### src/rtl/mdu_hilo_if.sv
// mdu_hilo_if
//   Bundles the CPU-facing signals of the HI/LO multiply/divide unit.
//   master : CPU/decoder side. Drives start/op/operands/move requests
//            and observes results and stall.
//   slave  : the mdu_hilo unit itself.
//   Signals
//     start   begin mult/div described by op, srca, srcb
//     op      00 mult, 01 multu, 10 div, 11 divu
//     srca    multiplicand / dividend
//     srcb    multiplier / divisor
//     mt      move-to request (mthi/mtlo), data on wd
//     mf      move-from request (mfhi/mflo), result on rdata
//     spaddr  0 selects LO, 1 selects HI for mt and mf
//     wd      move-to data
//     rdata   spaddr ? hi : lo, combinational
//     hi, lo  HI and LO registers
//     busy    operation in progress
//     stall   busy and the CPU is requesting the unit
//     done    one-cycle pulse when new HI/LO first become visible
interface mdu_hilo_if #(
  parameter int WIDTH = 32
);
  logic             start;
  logic [1:0]       op;
  logic [WIDTH-1:0] srca;
  logic [WIDTH-1:0] srcb;
  logic             mt;
  logic             mf;
  logic             spaddr;
  logic [WIDTH-1:0] wd;
  logic [WIDTH-1:0] rdata;
  logic [WIDTH-1:0] hi;
  logic [WIDTH-1:0] lo;
  logic             busy;
  logic             stall;
  logic             done;

  modport master (
    output start, op, srca, srcb, mt, mf, spaddr, wd,
    input  rdata, hi, lo, busy, stall, done
  );

  modport slave (
    input  start, op, srca, srcb, mt, mf, spaddr, wd,
    output rdata, hi, lo, busy, stall, done
  );
endinterface

### src/rtl/mdu_hilo.sv
// mdu_hilo
//   Iterative multiply/divide unit that owns the HI/LO special registers.
//   One shift-add (multiply) or restoring-subtract (divide) step is taken
//   per clock; the CPU is frozen through stall while the unit is busy.
//   Signed operations run on operand magnitudes and the signs are applied
//   in a final FIX cycle.
//   Ports
//     clk    rising-edge clock
//     reset  asynchronous, active-high; aborts any operation, clears HI/LO
//     bus    mdu_hilo_if.slave (see interface file for signal list)
//   Timing
//     start sampled at edge E0 -> busy for WIDTH+1 cycles -> HI/LO written
//     and done pulsed at edge E(WIDTH+1).
module mdu_hilo #(
  parameter int WIDTH = 32
) (
  input  logic        clk,
  input  logic        reset,
  mdu_hilo_if.slave   bus
);

  localparam int              CW   = $clog2(WIDTH + 1);
  localparam logic [CW-1:0]   LAST = CW'(WIDTH - 1);

  typedef enum logic [1:0] {
    IDLE = 2'd0,
    CALC = 2'd1,
    FIX  = 2'd2
  } state_t;

  state_t state_reg, state_next;

  // Shared iteration registers:
  //   multiply: rem_reg = running upper product, q_reg = multiplier that
  //             shifts out on the right while product bits shift in,
  //             b_reg = multiplicand magnitude
  //   divide  : rem_reg = partial remainder (WIDTH+1 bits because the
  //             shifted remainder can reach 2*divisor-1), q_reg = dividend
  //             shifting out on the left / quotient shifting in,
  //             b_reg = divisor magnitude
  logic [WIDTH:0]   rem_reg;
  logic [WIDTH-1:0] q_reg;
  logic [WIDTH-1:0] b_reg;
  logic [CW-1:0]    count_reg;
  logic             div_reg;
  logic             neg_q_reg;
  logic             neg_r_reg;
  logic             div_zero_reg;

  logic [WIDTH-1:0] hi_reg;
  logic [WIDTH-1:0] lo_reg;
  logic             done_reg;

  // ------------------------------------------------------------------
  // Operand conditioning at start
  // ------------------------------------------------------------------
  logic             is_signed;
  logic             is_div;
  logic             neg_a;
  logic             neg_b;
  logic [WIDTH-1:0] a_mag;
  logic [WIDTH-1:0] b_mag;

  always_comb begin
    is_signed = ~bus.op[0];
    is_div    = bus.op[1];
    neg_a     = is_signed & bus.srca[WIDTH-1];
    neg_b     = is_signed & bus.srcb[WIDTH-1];
    // -2^(WIDTH-1) negates to itself, which is its correct unsigned magnitude
    a_mag     = neg_a ? (~bus.srca + WIDTH'(1)) : bus.srca;
    b_mag     = neg_b ? (~bus.srcb + WIDTH'(1)) : bus.srcb;
  end

  // ------------------------------------------------------------------
  // One iteration step
  // ------------------------------------------------------------------
  logic [WIDTH:0]   mul_sum;
  logic [WIDTH:0]   div_shift;
  logic [WIDTH:0]   div_diff;
  logic             div_ge;
  logic [WIDTH:0]   rem_step;
  logic [WIDTH-1:0] q_step;

  always_comb begin
    mul_sum   = q_reg[0] ? (rem_reg + {1'b0, b_reg}) : rem_reg;
    div_shift = {rem_reg[WIDTH-1:0], q_reg[WIDTH-1]};
    div_diff  = div_shift - {1'b0, b_reg};
    div_ge    = (div_shift >= {1'b0, b_reg});
    if (div_reg) begin
      rem_step = div_ge ? div_diff : div_shift;
      q_step   = {q_reg[WIDTH-2:0], div_ge};
    end else begin
      // product shifts right one bit: LSB of the sum enters the low half
      rem_step = {1'b0, mul_sum[WIDTH:1]};
      q_step   = {mul_sum[0], q_reg[WIDTH-1:1]};
    end
  end

  // ------------------------------------------------------------------
  // Sign correction for the FIX cycle
  // ------------------------------------------------------------------
  logic [2*WIDTH-1:0] prod_mag;
  logic [2*WIDTH-1:0] prod_fix;
  logic [WIDTH-1:0]   quo_fix;
  logic [WIDTH-1:0]   rem_fix;
  logic [WIDTH-1:0]   fix_hi;
  logic [WIDTH-1:0]   fix_lo;

  always_comb begin
    prod_mag = {rem_reg[WIDTH-1:0], q_reg};
    prod_fix = neg_q_reg ? (~prod_mag + (2*WIDTH)'(1)) : prod_mag;

    if (div_zero_reg) begin
      quo_fix = '1;
    end else if (neg_q_reg) begin
      quo_fix = ~q_reg + WIDTH'(1);
    end else begin
      quo_fix = q_reg;
    end

    // With a zero divisor the remainder path accumulates |srca|; restoring
    // the dividend sign yields srca unchanged, which is the required HI.
    rem_fix = neg_r_reg ? (~rem_reg[WIDTH-1:0] + WIDTH'(1)) : rem_reg[WIDTH-1:0];

    if (div_reg) begin
      fix_hi = rem_fix;
      fix_lo = quo_fix;
    end else begin
      fix_hi = prod_fix[2*WIDTH-1:WIDTH];
      fix_lo = prod_fix[WIDTH-1:0];
    end
  end

  // ------------------------------------------------------------------
  // FSM
  // ------------------------------------------------------------------
  always_ff @(posedge clk or posedge reset) begin
    if (reset) begin
      state_reg <= IDLE;
    end else begin
      state_reg <= state_next;
    end
  end

  always_comb begin
    state_next = state_reg;
    case (state_reg)
      IDLE: begin
        if (bus.start) begin
          state_next = CALC;
        end
      end
      CALC: begin
        if (count_reg == LAST) begin
          state_next = FIX;
        end
      end
      FIX: begin
        state_next = IDLE;
      end
      default: begin
        state_next = IDLE;
      end
    endcase
  end

  // ------------------------------------------------------------------
  // Datapath and HI/LO
  // ------------------------------------------------------------------
  always_ff @(posedge clk or posedge reset) begin
    if (reset) begin
      rem_reg      <= '0;
      q_reg        <= '0;
      b_reg        <= '0;
      count_reg    <= '0;
      div_reg      <= 1'b0;
      neg_q_reg    <= 1'b0;
      neg_r_reg    <= 1'b0;
      div_zero_reg <= 1'b0;
      hi_reg       <= '0;
      lo_reg       <= '0;
      done_reg     <= 1'b0;
    end else begin
      done_reg <= (state_reg == FIX);
      case (state_reg)
        IDLE: begin
          if (bus.start) begin
            // start takes priority over a simultaneous move-to
            rem_reg      <= '0;
            q_reg        <= is_div ? a_mag : b_mag;
            b_reg        <= is_div ? b_mag : a_mag;
            count_reg    <= '0;
            div_reg      <= is_div;
            neg_q_reg    <= neg_a ^ neg_b;
            neg_r_reg    <= neg_a;
            div_zero_reg <= is_div & (bus.srcb == '0);
          end else if (bus.mt) begin
            if (bus.spaddr) begin
              hi_reg <= bus.wd;
            end else begin
              lo_reg <= bus.wd;
            end
          end
        end
        CALC: begin
          rem_reg   <= rem_step;
          q_reg     <= q_step;
          count_reg <= count_reg + CW'(1);
        end
        FIX: begin
          hi_reg <= fix_hi;
          lo_reg <= fix_lo;
        end
        default: begin
        end
      endcase
    end
  end

  // ------------------------------------------------------------------
  // Outputs
  // ------------------------------------------------------------------
  logic busy_int;

  assign busy_int  = (state_reg != IDLE);
  assign bus.busy  = busy_int;
  // HI/LO only change in FIX, so a read during busy sees pre-operation values
  assign bus.rdata = bus.spaddr ? hi_reg : lo_reg;
  assign bus.hi    = hi_reg;
  assign bus.lo    = lo_reg;
  assign bus.stall = busy_int & (bus.start | bus.mt | bus.mf);
  assign bus.done  = done_reg;

endmodule

### src/flat_wrapper.sv
// flat-port wrapper written by rule: the top's interface ports become plain ports
module mdu_hilo_flat 
#(
  parameter int WIDTH = 32
)
  (clk, reset, bus_start, bus_op, bus_srca, bus_srcb, bus_mt, bus_mf, bus_spaddr, bus_wd, bus_rdata, bus_hi, bus_lo, bus_busy, bus_stall, bus_done);
  mdu_hilo_if #(.WIDTH(WIDTH)) bus_i ();
  input  logic clk;
  input  logic reset;
  input wire logic [$bits(bus_i.start)-1:0] bus_start;
  input wire logic [$bits(bus_i.op)-1:0] bus_op;
  input wire logic [$bits(bus_i.srca)-1:0] bus_srca;
  input wire logic [$bits(bus_i.srcb)-1:0] bus_srcb;
  input wire logic [$bits(bus_i.mt)-1:0] bus_mt;
  input wire logic [$bits(bus_i.mf)-1:0] bus_mf;
  input wire logic [$bits(bus_i.spaddr)-1:0] bus_spaddr;
  input wire logic [$bits(bus_i.wd)-1:0] bus_wd;
  output wire logic [$bits(bus_i.rdata)-1:0] bus_rdata;
  output wire logic [$bits(bus_i.hi)-1:0] bus_hi;
  output wire logic [$bits(bus_i.lo)-1:0] bus_lo;
  output wire logic [$bits(bus_i.busy)-1:0] bus_busy;
  output wire logic [$bits(bus_i.stall)-1:0] bus_stall;
  output wire logic [$bits(bus_i.done)-1:0] bus_done;
  assign bus_i.start = bus_start;
  assign bus_i.op = bus_op;
  assign bus_i.srca = bus_srca;
  assign bus_i.srcb = bus_srcb;
  assign bus_i.mt = bus_mt;
  assign bus_i.mf = bus_mf;
  assign bus_i.spaddr = bus_spaddr;
  assign bus_i.wd = bus_wd;
  assign bus_rdata = bus_i.rdata;
  assign bus_hi = bus_i.hi;
  assign bus_lo = bus_i.lo;
  assign bus_busy = bus_i.busy;
  assign bus_stall = bus_i.stall;
  assign bus_done = bus_i.done;
  mdu_hilo #(.WIDTH(WIDTH)) u_core (.clk(clk), .reset(reset), .bus(bus_i));
endmodule
### config.mk
export PLATFORM = sky130hd
export DESIGN_NAME = mdu_hilo_flat
export DESIGN_NICKNAME = d
export VERILOG_FILES = /design/src/rtl/mdu_hilo_if.sv /design/src/rtl/mdu_hilo.sv /design/src/flat_wrapper.sv
export SDC_FILE = /design/constraint.sdc
export NUM_CORES = 1
export LEC_CHECK = 0
export CAP_MARGIN = 20
export CORE_AREA = 8 8 210 212
export CTS_BUF_LIST = sky130_fd_sc_hd__clkbuf_8
export CTS_CLUSTER_DIAMETER = 80
export DETAILED_ROUTE_END_ITERATION = 8
export DIE_AREA = 0 0 218 220
export SETUP_SLACK_MARGIN = 0.02
export SLEW_MARGIN = 20
export SYNTH_ARGS = -nofsm -noshare
export SYNTH_HDL_FRONTEND = slang
export SYNTH_SLANG_ARGS = --single-unit
### constraint.sdc
create_clock -name clk -period 18.3 [get_ports clk]
set_input_delay 3.66 -clock clk [delete_from_list [all_inputs] [get_ports clk]]
set_output_delay 3.66 -clock clk [all_outputs]
set_load 0.05 [all_outputs]
==> flow_summary.ini, run 1 <==
[logic_synthesis]
yosysUniqueCellTypes = 77
synthSimpleGateAreaFrac_pct = 19.3
yosysWarnings = 0
ys.flop_type = dfrtp_1
syn_inst = 2105
synth_top_family_by_area = compound AO/OA/AOI/OAI gates
muxShareOfSynthArea_pct = 7.34
seq_area_frac_synth_pct = 27.1
syn_avg_cell_area_um2 = 7.64
synth_xor_area_share_pct = 8.72
synth_edf_count = 0
synth-compound-area-share_pct = 26.8
synth_area_um2 = 16100
synthArstFlopShare_pct = 100
yosys.area_share.adder_pct = 5.62
syn-num-nets = 2280
ys_ff_latch = 174

[timing]
min_period_over_period_pct = 50.6
setup_tns_ns = 0
layout_setup_ws_ns = 9.04
fin_crit_ns = 9.26
finClkSkew_ns = 0.0226
maxSlewHeadroom_pct = 25.2
slew_violations = 0
fmax_mhz = 108
setup_viol = 0
whs_ns = 0.502
worst_pin_slew_ns = 1.12
rsz0062_at_grt = false
hold_viol_final = 0

[global_route]
track_usage_pct = 25.4
grt_max_degree = 95
antenna_found_initial = 1
grt_pass1_vias = 15700
grt_pass1_wl_um = 95700
grt_overflow = 0

[placement]
gp_congestion = 0.941
hpwl_um = 48500
portBuffers = 202
post-place-ws_ns = 9.02

[clock_network]
holdBufCountCts = 0
h-tree-depth = 4
cts.clk_slew.worst_paths_ns = 0.10
clock_sinks = 174
cts.repair.resized = 0
clock_latency_ns = 0.50
cts_buffers = 17
cts_setup_buffers = 0
clockRootBuffer = clkbuf_8
cts_tree = yes
clockBufferDepth = 2

[worst_setup_path]
ff2ff_path_depth = 11
critPathSlowestCell = clkdlybuf4s50_1
max_stage_delay_ns = 0.71
cp_data_required_time_ns = 14.64
path_max_fanout = 34
crit_path_end_kind = output port
arrival_ns = 5.60
worstSetupStartpointType = input pin
critPathKind = input pin to output port
path_cells = clkdlybuf4s50_1 -> buf_4 -> mux2_2 -> clkdlybuf4s50_1
cpMostUsedCell = clkdlybuf4s50_1

[min_path]
holdPathStages = 1
min_path_type = flop to flop

[floorplanning]
start_util_pct = 39.6
io-pin-count = 203
die_x_um = 218
design.core.area_um2 = 40600
fp.dieH_um = 220
rows = 74
die-area_um2 = 48000

[layout]
utilization_pct = 46.4
layout_common_cells = nand2_1, o21ai_0, a21oi_1, clkdlybuf4s50_1, dfrtp_1
drive_above_1_share_pct = 5.77
nFillCells = 4104
area_growth_pct = 17.0
multi_input_area_um2 = 10900
fin_nets = 2380
layout_commonest_cell = nand2_1
largest_reg_flops = 33
register_area_um2 = 4360

[power]
power_density_nw_per_um2 = 186
internal-power_mw = 1.56
ir_drop_mv = 0.0803
sw_frac_of_total_pct = 55.4
power_mw = 3.49
combPwrFrac_pct = 67.7
leakage_nw = 7.59
power.switching_mw = 1.93
power_frac_clock_pct = 7.9
p_seq_share_pct = 24.4

[drt]
ant_nets = 0
wl_per_cell_um = 22.9
via_per_inst = 6.04
vias = 16600
drtPass1Iterations = 6
totalWireLength_um = 63000
drcViolationCount = 0
drtIter0Drc = 1376

[outcome]
outcome = complete, no violations

[job]
maxCapViolCount = 0
per-stage QoR:
step                instances  cell area (um^2)
floorplan                2105             16100
CTS                      2750             18800
detailed placement       2718             18400
global route             2751             18800
global placement         2718             18400
finish                   2752             18800
path summary, 6_finish.rpt:
path                                                   endpoint  slack [ns]                       startpoint
worst max-delay path                               bus_rdata[9]        9.04                       bus_spaddr
max in group asynchronous            u_core.div_reg$_DFFE_PP0P_       13.31                            reset
worst max register to register   u_core.rem_reg[28]$_DFFE_PP0P_       14.01    u_core.rem_reg[1]$_DFFE_PP0P_
worst min register to register  u_core.state_reg[1]$_DFFE_PP0P_        0.50  u_core.count_reg[5]$_DFFE_PP0P_
min in group asynchronous          u_core.bus.lo[9]$_DFFE_PP0P_        3.56                            reset
worst min-delay path            u_core.state_reg[1]$_DFFE_PP0P_        0.50  u_core.count_reg[5]$_DFFE_PP0P_
critical path: cells and delay by family:
kind / cells / cell delay [ns]
buffers and inverters: 3 / 1.53
multiplexers: 1 / 0.39
synth_stat cells (23+ instances only):
| cell type | n | area share, % |
|---|---|---|
| nand3_1 | 33 | 1.0 |
| o22ai_1 | 42 | 1.6 |
| nor3_1 | 47 | 1.5 |
| inv_1 | 72 | 1.7 |
| a21oi_1 | 201 | 6.3 |
| dfrtp_1 | 174 | 27 |
| nand2_1 | 241 | 5.6 |
| o21ai_0 | 220 | 6.8 |
| ha_1 | 69 | 5.4 |
| o31ai_1 | 24 | 1.1 |
| xnor2_1 | 112 | 6.1 |
| xor2_1 | 48 | 2.6 |
| mux2i_1 | 65 | 4.0 |
| clkbuf_1 | 121 | 2.8 |
| nor2_1 | 165 | 3.9 |
| a31oi_1 | 26 | 1.0 |
| mux2_2 | 47 | 3.3 |
| a21o_1 | 23 | 1.1 |
| or3_1 | 35 | 1.4 |
cell type report:
type	instances	area share, %
sequential	174	23.2
tap	532	3.54
multi-input combinational	1715	58.2
inverter	73	1.48
clock inverter	14	0.692
clock buffer	18	1.32
antenna	2	0.0266
timing repair buffer	224	11.6
power by group through the flow:
stage / sequential (mW) / combinational (mW) / clock [mW]
5_1_grt: 0.870 / 2.56 / 0.296
3_5_place_dp: 0.849 / 2.33 / 0
6_report: 0.853 / 2.36 / 0.276
4_1_cts: 0.840 / 2.34 / 0.281
2_1_floorplan: 0.846 / 1.57 / 0
3_3_place_gp: 0.846 / 2.31 / 0
layer usage:
layer	share of wire [%]	track usage, %
met5	0	0
met1	45	34.5
met3	6.6	3.85
met4	3.0	8.33
met2	45	41.1
cells by family after synthesis:
| logic type | count (synthesis) |
|---|---|
| AO/OA/AOI/OAI | 710 |
| flip-flops | 174 |
| XOR/XNOR | 160 |
| adder cells (fa/ha/maj) | 71 |
| AND/OR/NAND/NOR | 662 |
| multiplexers | 112 |
| buffers and inverters | 216 |
Note: power is estimated with default switching activity, not from simulation.
==> inputs of run 2 (changes only) <==
==> constraint.sdc (replaced) <==
create_clock -name clk -period 7.75 [get_ports clk]
set_input_delay 1.55 -clock clk [delete_from_list [all_inputs] [get_ports clk]]
set_output_delay 1.55 -clock clk [all_outputs]
set_load 0.05 [all_outputs]
==> run 2 against run 1 <==
Against the previous run:
- critical path depth did not move
- power rose by 140%
- flip-flop and latch count did not move
- global-route usage rose by 0.40 points
- combinational power rose by 140%
- count of clock-buffer cells in the layout did not move
- core utilization rose by 0.059 points
- clock power rose to 2.5 times the previous value
- design area rose by 0.13%
- register-to-register slack got worse by 11 ns
- cell count barely moved
- highest routed layer unchanged
==> flow_summary.ini, run 2 (same netlist as run 1, synthesis figures left out) <==
[outcome]
outcome = complete, no violations

[drt]
wl_per_cell_um = 23.0
drtIter0Drc = 1503
totalWireLength_um = 63200
vias = 16400
ant_nets = 0
drtPass1Iterations = 5
via_per_inst = 5.96
drcViolationCount = 0

[placement]
portBuffers = 202
gp_congestion = 0.935
hpwl_um = 48500

[layout]
layout_common_cells = nand2_1, o21ai_0, a21oi_1, clkdlybuf4s50_1, dfrtp_1
nFillCells = 4069
utilization_pct = 46.4
area_growth_pct = 17.2
largest_reg_flops = 33
layout_commonest_cell = nand2_1
drive_above_1_share_pct = 5.73
fin_nets = 2380

[timing]
rsz0062_at_grt = false
fmax_mhz = 198
slew_violations = 0
hold_viol_final = 0
setup_viol = 0
setup_tns_ns = 0
min_period_over_period_pct = 65.3
fin_crit_ns = 5.06
maxSlewHeadroom_pct = 24.1
finClkSkew_ns = 0.0174
worst_pin_slew_ns = 1.14

[min_path]
min_from = u_core.count_reg[5]$_DFFE_PP0P_
min_path_type = flop to flop
holdPathStages = 1
worstHoldEndpoint = u_core.state_reg[1]$_DFFE_PP0P_

[global_route]
grt_pass1_vias = 15800
gr-usage-met2_pct = 41.4
grtUsageMet3_pct = 3.14
antenna_found_initial = 0
grt_overflow = 0
grt_max_degree = 100
grt_busiest_layer = met2
track_usage_pct = 25.8
globalRouteMet1Util_pct = 36.1
grt_pass1_wl_um = 97000

[floorplanning]
design.core.area_um2 = 40600
io-pin-count = 203
die_x_um = 218
rows = 74
fp.dieH_um = 220
start_util_pct = 39.6
die-area_um2 = 48000

[worst_setup_path]
arrival_ns = 3.51
r2r-start = u_core.rem_reg[1]$_DFFE_PP0P_
cp_data_required_time_ns = 6.20
ff2ff_path_depth = 11
r2r_slack_ns = 3.04
path_max_fanout = 34
critPathKind = input pin to output port
worstSetupStartpointType = input pin
crit_path_end_kind = output port
timing.rr.end = u_core.rem_reg[28]$_DFFE_PP0P_

[power]
power_mw = 8.29
power_density_nw_per_um2 = 440
ir_drop_mv = 0.225
leakage_nw = 7.60

[clock_network]
clock_latency_ns = 0.51
clockRootBuffer = clkbuf_8
cts_tree = yes
h-tree-depth = 4
cts.repair.resized = 0
cts.clk_slew.worst_paths_ns = 0.09
clockBufferDepth = 2
holdBufCountCts = 0
cts_buffers = 17
cts_setup_buffers = 0
clock_sinks = 174

[job]
maxCapViolCount = 0
[run 2: cell count changes in the layout (fill, tap and decap cells not counted)]
cell | previous run | this run
nand2_1 | 239 | 240
inv_1 | 72 | 71
clkinv_4 | 1 | 3
bufinv_16 | 1 | 2
clkinv_8 | 0 | 1
inv_6 | 6 | 3
diode_2 | 2 | 1
nand2_2 | 2 | 1
clkinv_2 | 2 | 1
[run 2: layout make-up]
type	count	area, um^2	share of cell area (%)
clock buffer	18	248	1.32
clock inverter	13	159	0.844
antenna	1	2.50	0.0133
inverter	73	279	1.48
timing repair buffer	224	2180	11.6
tap	532	666	3.53
multi-input combinational	1715	10900	58.1
sequential	174	4360	23.1
[run 2: power by group]
group	total [mW]	switching [mW]	internal, mW
logic	5.59	3.43	2.16
registers	2.01	0.746	1.26
clock network	0.696	0.394	0.302
[run 2: stage by stage]
| stage | hold slack, ns | cell area [um^2] | setup slack (ns) | std cells |
|---|---|---|---|---|
| finish | 0.503 | 18800 | 2.69 | 2750 |
| floorplan | 0.450 | 16100 | 1.48 | 2105 |
| global route | 0.544 | 18800 | 2.63 | 2749 |
| CTS | 0.502 | 18800 | 2.68 | 2749 |
| global placement | 0.463 | 18400 | 2.73 | 2718 |
| detailed placement | 0.475 | 18400 | 2.68 | 2718 |
[run 2: how the worst max path moves through the flow]
stage | startpoint | to | depth (start not counted)
floorplan | reset | u_core.b_reg[0]$_DFFE_PP0P_ | 1
global placement | bus_spaddr | bus_rdata[16] | 4
detailed placement | bus_spaddr | bus_rdata[8] | 4
CTS | bus_spaddr | bus_rdata[8] | 4
global route | bus_spaddr | bus_rdata[8] | 4
finish | bus_spaddr | bus_rdata[8] | 4
[run 2: critical path, cell delays in order]
cell and delay (ns):
clkdlybuf4s50_1 0.46, buf_4 0.37, mux2_2 0.39, clkdlybuf4s50_1 0.72
[run 2: layer usage]
layer	vias up	routed length (um)	share of wire, %
met2	623	28500	45
met5	-	0	0
li1	7854	-	-
met4	0	1630	2.6
met3	86	4230	6.7
met1	7839	28900	46
==> inputs of run 3 (changes only) <==
==> constraint.sdc (replaced) <==
create_clock -name clk -period 4.96 [get_ports clk]
set_input_delay 0.992 -clock clk [delete_from_list [all_inputs] [get_ports clk]]
set_output_delay 0.992 -clock clk [all_outputs]
set_load 0.05 [all_outputs]
==> run 3 against run 2 <==
Against the previous run:
- power grew 57%
- critical endpoint is now u_core.rem_reg[28]$_DFFE_PP0P_
- flip-flop and latch count unchanged
- via count is 1.9% higher
- core utilization grew 0.51 points
- clock skew about the same
- sequential share of layout area shrank 0.25 points
- register-to-register slack worse by 2.1 ns
- routed wire length is 1.1% lower
- first-iteration DRC count decreased by 17%
==> flow_summary.ini, run 3 (same netlist as run 1, synthesis figures left out) <==
[outcome]
outcome = complete, no violations

[drt]
vias = 16700
wl_per_cell_um = 22.6
ant_nets = 0
totalWireLength_um = 62500
drtPass1Iterations = 8
drtIter0Drc = 1246
via_per_inst = 6.03
drcViolationCount = 0

[timing]
setup_tns_ns = 0
maxSlewHeadroom_pct = 29.9
fin_crit_ns = 4.04
setup_viol = 0
fmax_mhz = 247
slew_violations = 0
hold_viol_final = 0
min_period_over_period_pct = 81.5
finClkSkew_ns = 0.0174
layout_setup_ws_ns = 0.919
rsz0062_at_grt = false
worst_pin_slew_ns = 1.05

[worst_setup_path]
max_stage_delay_ns = 0.70
path_cells = ha_1 -> nand2_1 -> or4_1 -> nor2_1 -> nand4_1 -> o211ai_1 -> a211oi_4 -> buf_4 -> nand2_1 -> a31oi_1 -> o22a_1
arrival_ns = 4.46
crit_path_end_kind = flop
critPathSlowestCell = nand2_1
worstSetupStartpointType = flop
path_max_fanout = 19
cpMostUsedCell = nand2_1
cp_data_required_time_ns = 5.38
critPathKind = flop to flop

[power]
power_frac_clock_pct = 8.1
combPwrFrac_pct = 69.1
power.switching_mw = 7.12
ir_drop_mv = 0.287
p_seq_share_pct = 22.8
leakage_nw = 7.72
sw_frac_of_total_pct = 54.9
power_density_nw_per_um2 = 682
internal-power_mw = 5.86

[placement]
gp_congestion = 0.926
portBuffers = 202
post-place-ws_ns = 0.752
hpwl_um = 48500

[clock_network]
cts.clk_slew.worst_paths_ns = 0.11
cts_buffers = 17
cts_tree = yes
clock_latency_ns = 0.52
h-tree-depth = 4
clockBufferDepth = 2
holdBufCountCts = 0
clock_sinks = 174
clockRootBuffer = clkbuf_8
cts.repair.resized = 0
cts_setup_buffers = 0

[min_path]
min_path_type = flop to flop

[floorplanning]
die-area_um2 = 48000
rows = 74
io-pin-count = 203
die_x_um = 218
design.core.area_um2 = 40600
start_util_pct = 39.6
fp.dieH_um = 220

[layout]
fin_nets = 2401
area_growth_pct = 18.5
antenna_cells = 0
drive_above_1_share_pct = 6.74
layout_common_cells = nand2_1, o21ai_0, a21oi_1, clkdlybuf4s50_1, dfrtp_1
largest_reg_flops = 33
layout_commonest_cell = nand2_1

[global_route]
grt_overflow = 0
grt_pass1_wl_um = 96200
antenna_found_initial = 1
grt_max_degree = 67
track_usage_pct = 25.6
grt_pass1_vias = 15800

[job]
maxCapViolCount = 0
-- run 3: per-stage QoR --
step           hold WS (ns)  power (mW)  std cells  utilization, %  area, um^2
2_1_floorplan         0.450        8.93       2105               -       16100
3_3_place_gp          0.478        11.7       2738            45.9       18600
3_5_place_dp          0.477        11.8       2738            45.9       18600
4_1_cts               0.494        12.9       2770            46.9       19000
5_1_grt               0.523        13.9       2771            47.0       19000
6_report              0.492        13.0       2771            47.0       19000
-- run 3: area by class of cell --
cell class              instances  area (um^2)
repair buffers                245         2400
clock inverters                14          153
inverters                      73          278
flip-flops and latches        174         4360
well taps                     532          666
multi-input cells            1715        10900
fillers                      4099        21500
clock buffers                  18          248
-- run 3: routing by layer --
metal	vias to the layer above	GRT usage, %	part of all wire (%)
met1	8027	34.8	45
met3	113	3.87	6.7
li1	7883	-	-
met4	0	11.4	4.4
met5	-	0	0
met2	689	40.0	44
-- run 3: critical path: cells and delay by family, from the launching register on --
| family | cells | cell delay [ns] |
|---|---|---|
| and+or+nand+nor | 5 | 1.72 |
| buffers and inverters | 1 | 0.24 |
| DFF | 1 | 0.58 |
| adders and majority gates | 1 | 0.48 |
| AOI/OAI and AO/OA | 4 | 0.90 |
-- run 3: power groups by stage --
stage          Sequential, mW  Combinational [mW]  Clock, mW
2_1_floorplan            3.12                5.81          0
3_3_place_gp             2.93                8.76          0
3_5_place_dp             2.96                8.83          0
4_1_cts                  2.93                8.87       1.08
5_1_grt                  3.03                9.74       1.13
6_report                 2.96                8.97       1.05
-- run 3: path summary, 6_finish.rpt --
path | to | depth (start not counted) | slack [ns] | from
setup / recovery | u_core.rem_reg[28]$_DFFE_PP0P_ | 11 | 0.92 | u_core.rem_reg[17]$_DFFE_PP0P_
hold / removal | u_core.state_reg[1]$_DFFE_PP0P_ | 1 | 0.49 | u_core.count_reg[5]$_DFFE_PP0P_
setup reg to reg | u_core.rem_reg[28]$_DFFE_PP0P_ | 11 | 0.92 | u_core.rem_reg[17]$_DFFE_PP0P_
hold reg to reg | u_core.state_reg[1]$_DFFE_PP0P_ | 1 | 0.49 | u_core.count_reg[5]$_DFFE_PP0P_
max in group asynchronous | u_core.count_reg[2]$_DFFE_PP0P_ | 4 | 3.16 | reset
min in group asynchronous | u_core.bus.done$_DFF_PP0_ | 2 | 0.90 | reset
